[src/rtl/fifo_rd_stage.sv]
// Read-side stage for a first-word-fall-through FIFO: a two-entry registered skid
// buffer that tags each word with a rolling sequence number and supports flushing.
module fifo_rd_stage #(
    parameter int BITS  = 16,
    parameter int TAG_W = 4
) (
    input  logic             clk,
    input  logic             rst,
    input  logic [BITS-1:0]  fifo_dout,
    input  logic             fifo_pndng,
    output logic             fifo_pop,
    output logic [BITS-1:0]  out_data,
    output logic [TAG_W-1:0] out_tag,
    output logic             out_valid,
    input  logic             out_ready,
    input  logic             flush,
    output logic [15:0]      word_cnt,
    output logic             busy
);

    typedef enum logic [1:0] {S_EMPTY, S_ONE, S_TWO, S_FLUSH} state_t;

    state_t           state_q, state_d;
    logic [BITS-1:0]  buf0_q, buf0_d, buf1_q, buf1_d;
    logic [TAG_W-1:0] tag0_q, tag0_d, tag1_q, tag1_d;
    logic [TAG_W-1:0] tag_cnt_q, tag_cnt_d;
    logic [15:0]      word_cnt_q, word_cnt_d;
    logic             pop_c, xfer_c, valid_c, discard_c;

    function automatic logic [15:0] sat_inc16(input logic [15:0] v);
        return (v == 16'hFFFF) ? v : v + 16'd1;
    endfunction

    always_comb begin
        discard_c  = (state_q == S_FLUSH) || flush;
        valid_c    = ((state_q == S_ONE) || (state_q == S_TWO)) && !flush;
        xfer_c     = valid_c && out_ready;
        // Pop depends only on state and pndng so out_ready never reaches fifo_pop.
        if (!rst)
            pop_c = 1'b0;
        else if (discard_c)
            pop_c = fifo_pndng;
        else
            pop_c = fifo_pndng && (state_q != S_TWO);

        state_d    = state_q;
        buf0_d     = buf0_q;
        buf1_d     = buf1_q;
        tag0_d     = tag0_q;
        tag1_d     = tag1_q;
        tag_cnt_d  = tag_cnt_q;
        word_cnt_d = xfer_c ? sat_inc16(word_cnt_q) : word_cnt_q;

        if (discard_c) begin
            buf0_d  = '0;
            buf1_d  = '0;
            tag0_d  = '0;
            tag1_d  = '0;
            state_d = (state_q == S_FLUSH && !flush && !fifo_pndng) ? S_EMPTY : S_FLUSH;
        end else begin
            if (pop_c)
                tag_cnt_d = tag_cnt_q + 1'b1;
            case (state_q)
                S_EMPTY: begin
                    if (pop_c) begin
                        buf0_d  = fifo_dout;
                        tag0_d  = tag_cnt_q;
                        state_d = S_ONE;
                    end
                end
                S_ONE: begin
                    case ({pop_c, xfer_c})
                        2'b11: begin
                            buf0_d = fifo_dout;
                            tag0_d = tag_cnt_q;
                        end
                        2'b10: begin
                            buf1_d  = fifo_dout;
                            tag1_d  = tag_cnt_q;
                            state_d = S_TWO;
                        end
                        2'b01: begin
                            buf0_d  = '0;
                            tag0_d  = '0;
                            state_d = S_EMPTY;
                        end
                        default: state_d = S_ONE;
                    endcase
                end
                S_TWO: begin
                    if (xfer_c) begin
                        buf0_d  = buf1_q;
                        tag0_d  = tag1_q;
                        buf1_d  = '0;
                        tag1_d  = '0;
                        state_d = S_ONE;
                    end
                end
                default: state_d = S_EMPTY;
            endcase
        end
    end

    always_ff @(posedge clk) begin
        if (!rst) begin
            state_q    <= S_EMPTY;
            buf0_q     <= '0;
            buf1_q     <= '0;
            tag0_q     <= '0;
            tag1_q     <= '0;
            tag_cnt_q  <= '0;
            word_cnt_q <= '0;
        end else begin
            state_q    <= state_d;
            buf0_q     <= buf0_d;
            buf1_q     <= buf1_d;
            tag0_q     <= tag0_d;
            tag1_q     <= tag1_d;
            tag_cnt_q  <= tag_cnt_d;
            word_cnt_q <= word_cnt_d;
        end
    end

    assign fifo_pop  = pop_c;
    assign out_valid = valid_c;
    assign out_data  = buf0_q;
    assign out_tag   = tag0_q;
    assign word_cnt  = word_cnt_q;
    assign busy      = (state_q != S_EMPTY) || fifo_pndng;

endmodule

[config.mk]
export PLATFORM = sky130hd
export DESIGN_NAME = fifo_rd_stage
export DESIGN_NICKNAME = d
export VERILOG_FILES = /design/src/rtl/fifo_rd_stage.sv
export SDC_FILE = /design/constraint.sdc
export NUM_CORES = 1
export LEC_CHECK = 0
export ABC_AREA = 1
export BUFFER_PORTS_ARGS = -buffer_cell sky130_fd_sc_hd__buf_2
export CORE_ASPECT_RATIO = 1.2
export CORE_MARGIN = 4
export CORE_UTILIZATION = 30
export CTS_CLUSTER_DIAMETER = 40
export DETAILED_ROUTE_END_ITERATION = 8
export PLACE_DENSITY_LB_ADDON = 0.15
export SKIP_LAST_GASP = 1
export SYNTH_ARGS = -nofsm -noshare
export SYNTH_HDL_FRONTEND = slang
export SYNTH_SLANG_ARGS = --single-unit
[constraint.sdc]
create_clock -name clk -period 5.4 [get_ports clk]
set_clock_uncertainty 0.05 [all_clocks]
set_input_delay 0 -clock clk [delete_from_list [all_inputs] [get_ports clk]]
set_output_delay 0 -clock clk [all_outputs]
set_load 0.005 [all_outputs]
==> key figures <==
Run status
  • Outcome: finished, final reports clean

Die
  • Die height: about 120 um
  • Die Area: around 13000 sq um
  • Core ar.: ~11000 sq um
  • Standard-cell row count: 41
  • Starting density of the core: 0.312
  • Chip width: around 100 um
  • Io pins: 60

Setup path
  • Crit Reg-Reg Endpoint: tag1_q[0]$_SDFFE_PP0P_
  • Worst R2R Path Depth: 12
  • CP Launch Point: state_q[0]$_SDFFE_PN0P_
  • Worst Path Max Fanout: 35
  • Crit path to: tag1_q[0]$_SDFFE_PP0P_
  • Setup crit end kind: flop
  • Critical path class: reg -> reg
  • Worst path required time: 5.52 ns
  • Startpoint types: flop
  • Reg2reg setup slack: 2.08 ns
  • CP Data Arrival Time: 3.43 ns
  • Worst reg2reg startpoint: state_q[0]$_SDFFE_PN0P_

Place
  • HPWL Detailed: 5880 um
  • GP Congestion: 0.857
  • DP Worst Slack: slightly above 2 ns
  • Port-buffer cells: 59

Power
  • Max IR drop VDD: 0.174 mV
  • Comb pwr share: 0.219
  • Power per cell area: 317 nW/um^2
  • Clock power frac: 0.400
  • Int Pwr: roughly 0.90 mW
  • Psw: 0.403 mW
  • P_leak: around 1.8 nW
  • Power Total: between 1 and 1.5 mW
  • Switching power share of the total: 0.309
  • Sequential Power Share: 0.381

Synthesis
  • Synth Area in Adders: 0.0376
  • Synth Flop Type: dfxtp_1
  • Main area contributors after synthesis: dfxtp_1 (37%), nand2_1 (12%), inv_1 (8.5%), nor2_1 (7.2%), a21oi_1 (5.7%)
  • Most area-hungry cell type in the Yosys netlist: dfxtp_1
  • Post-Synth XOR/XNOR Area: 0.0184
  • YS warnings: 0
  • Async SR Flop Fraction: 0
  • Post-synthesis compound-gate area fraction: 0.164
  • Post-synthesis sequential area ratio: 0.373
  • Most instantiated library cell after synthesis: nand2_1
  • Fraction of synthesized area in multiplexers: 0
  • Post-synthesis cell count: 481
  • Post-synth EDFFs: 0
  • Seq cells post-synth: 62
  • Simple-gate share of the synthesized area: 0.282
  • Top cell type's share of synthesized area: 0.373
  • Yosys cell types: 33
  • Main combinational cell family by area after synthesis: simple AND/OR/NAND/NOR gates
  • Post-Syn Area per Cell: 6.92 sq um
  • Synth top cells by count: nand2_1 (109), inv_1 (75), nor2_1 (64), dfxtp_1 (62), a21oi_1 (38)
  • Synth Net Count: 512
  • Cell Area, Synth: 3330 sq um

Clock network
  • Post-CTS setup buffers: 0
  • TritonCTS Sinks: a little over 60
  • Post-CTS sizing: 0
  • Max Buffers Root-to-Sink: 2
  • Clock root cell: clkbuf_16
  • Worst skew pair latency: 0.33 ns
  • Clock-pin slew on the worst setup and hold paths: 0.05 ns
  • H-tree depth: 3
  • CTS Hold Buffers Added: 17
  • CTS buffer count: 9
  • CTS tree: built

Timing
  • Slew margin rel.: 0.447
  • Fin Hold WS: 0.0333 ns
  • Worst-margin pin slew: 0.828 ns
  • Slack of the critical path: 2.08 ns
  • Unrepaired setup endpoints after global routing: no
  • Min cycle time layout: ~3.3 ns
  • Final Hold Fails: 0
  • Period utilization: 0.614
  • Fmax: 0.302 GHz
  • Slew Limit Fails: 0
  • Setup TNS Final: 0 ns
  • Final setup viols: 0

Flow run
  • Max Cap Viol: 0

Finish
  • Syn-to-layout area delta: 23.7%
  • Layout cells sized above 1: 0.197
  • ANT cells: 0
  • Nets@finish: 580
  • Final core occ: 0.386

Route
  • DR WL/cell: 12.3 um
  • Highest Signal Layer: met5
  • Drt first-iter violations: a little over 80
  • ANT nets after route: 0
  • Wire length on met3: 383 um
  • Via count: 3059
  • Residual DRC: 0
  • Final WL: 8370 um
  • WL met2: between 4000 and 5000 um
  • Drt pass-1 iters: 4
  • Metal-1 WL: 3810 um
  • Vias per cell: 4.48

Hold path
  • HP Class: in -> reg

GRT
  • Total track usage: 0.139
  • GR Overflow Total: 0
  • Initial antenna violation count: 1
  • Vias in the first global route: ~3000
  • First-pass GRT wire length: 14400 um
  • Pin count of the biggest net entering global routing: 41
[layout make-up]
class,count,area [sq um]
timing repair buffer,78,480
inverter,78,293
fill,1175,6550
clock inverter,4,22.5
clock buffer,12,246
sequential,62,1240
multi-input combinational,320,1670
tap,129,161
[how the worst min path moves through the flow]
stage | endpoint | slack (ns) | start | cells past startpoint
6_report | state_q[0]$_SDFFE_PN0P_ | 0.03 | fifo_pndng | 5
2_1_floorplan | out_valid | -0.02 | flush | 1
5_1_grt | state_q[0]$_SDFFE_PN0P_ | 0.06 | fifo_pndng | 5
3_5_place_dp | buf1_q[14]$_SDFFE_PP0P_ | 0.25 | fifo_dout[14] | 3
3_3_place_gp | buf1_q[15]$_SDFFE_PP0P_ | 0.25 | fifo_dout[15] | 3
4_1_cts | state_q[0]$_SDFFE_PN0P_ | 0.02 | fifo_pndng | 5
[critical path: stages (launching register included)]
cell,delay [ns]
dfxtp_1,0.32
inv_1,0.10
ha_1,0.40
inv_1,0.46
o21bai_2,0.32
inv_1,0.12
ha_1,0.21
nand2_1,0.06
o21ai_1,0.07
nand2_2,0.57
inv_1,0.26
nand3_1,0.14
a21oi_1,0.08
[through the flow]
step                      std cells  cell area, sq um
after global routing            683              4120
after CTS                       683              4120
final                           683              4120
after floorplan                 481              3330
after detailed placement        650              3680
after global placement          650              3680
[cell families after synthesis]
group                      after synthesis
buffers and inverters                   99
xor gates and xnor gates                 7
DFF                                     62
AOI/OAI and AO/OA                       82
and+or+nand+nor                        221
adders and majority gates               10
[registers in the layout (all words and copies together), names as in the netlist]
signal	flops
tag_cnt_q	4
out_data	16
state_q	2
word_cnt	16
buf1_q	16
out_tag	4
tag1_q	4
[layout by cell type (no fill, tap or decap), drive strengths merged]
cell	instances
inv	78
clkbuf	12
dfxtp	62
nor3	2
a211oi	14
a21oi	39
dlygate4sd3	17
nand2	115
xnor2	3
nand4	5
a21boi	1
or2	1
clkinvlp	1
nand3	26
o21ai	13
o22ai	14
buf	61
o21bai	1
xor2	4
clkinv	3
nor2	71
ha	10
nand3b	1
[power groups by stage]
stage	sequential, mW	combinational (mW)	clock [mW]
6_report	0.497	0.286	0.523
5_1_grt	0.501	0.326	0.564
3_5_place_dp	0.507	0.280	0
3_3_place_gp	0.506	0.279	0
4_1_cts	0.497	0.293	0.537
2_1_floorplan	0.508	0.212	0
[routing by layer]
metal,up-vias,global-route usage
met4,2,0.0648
li1,1650,-
met5,-,0
met3,12,0.0324
met2,57,0.243
met1,1338,0.162
Power figures use the tool's default switching activity.
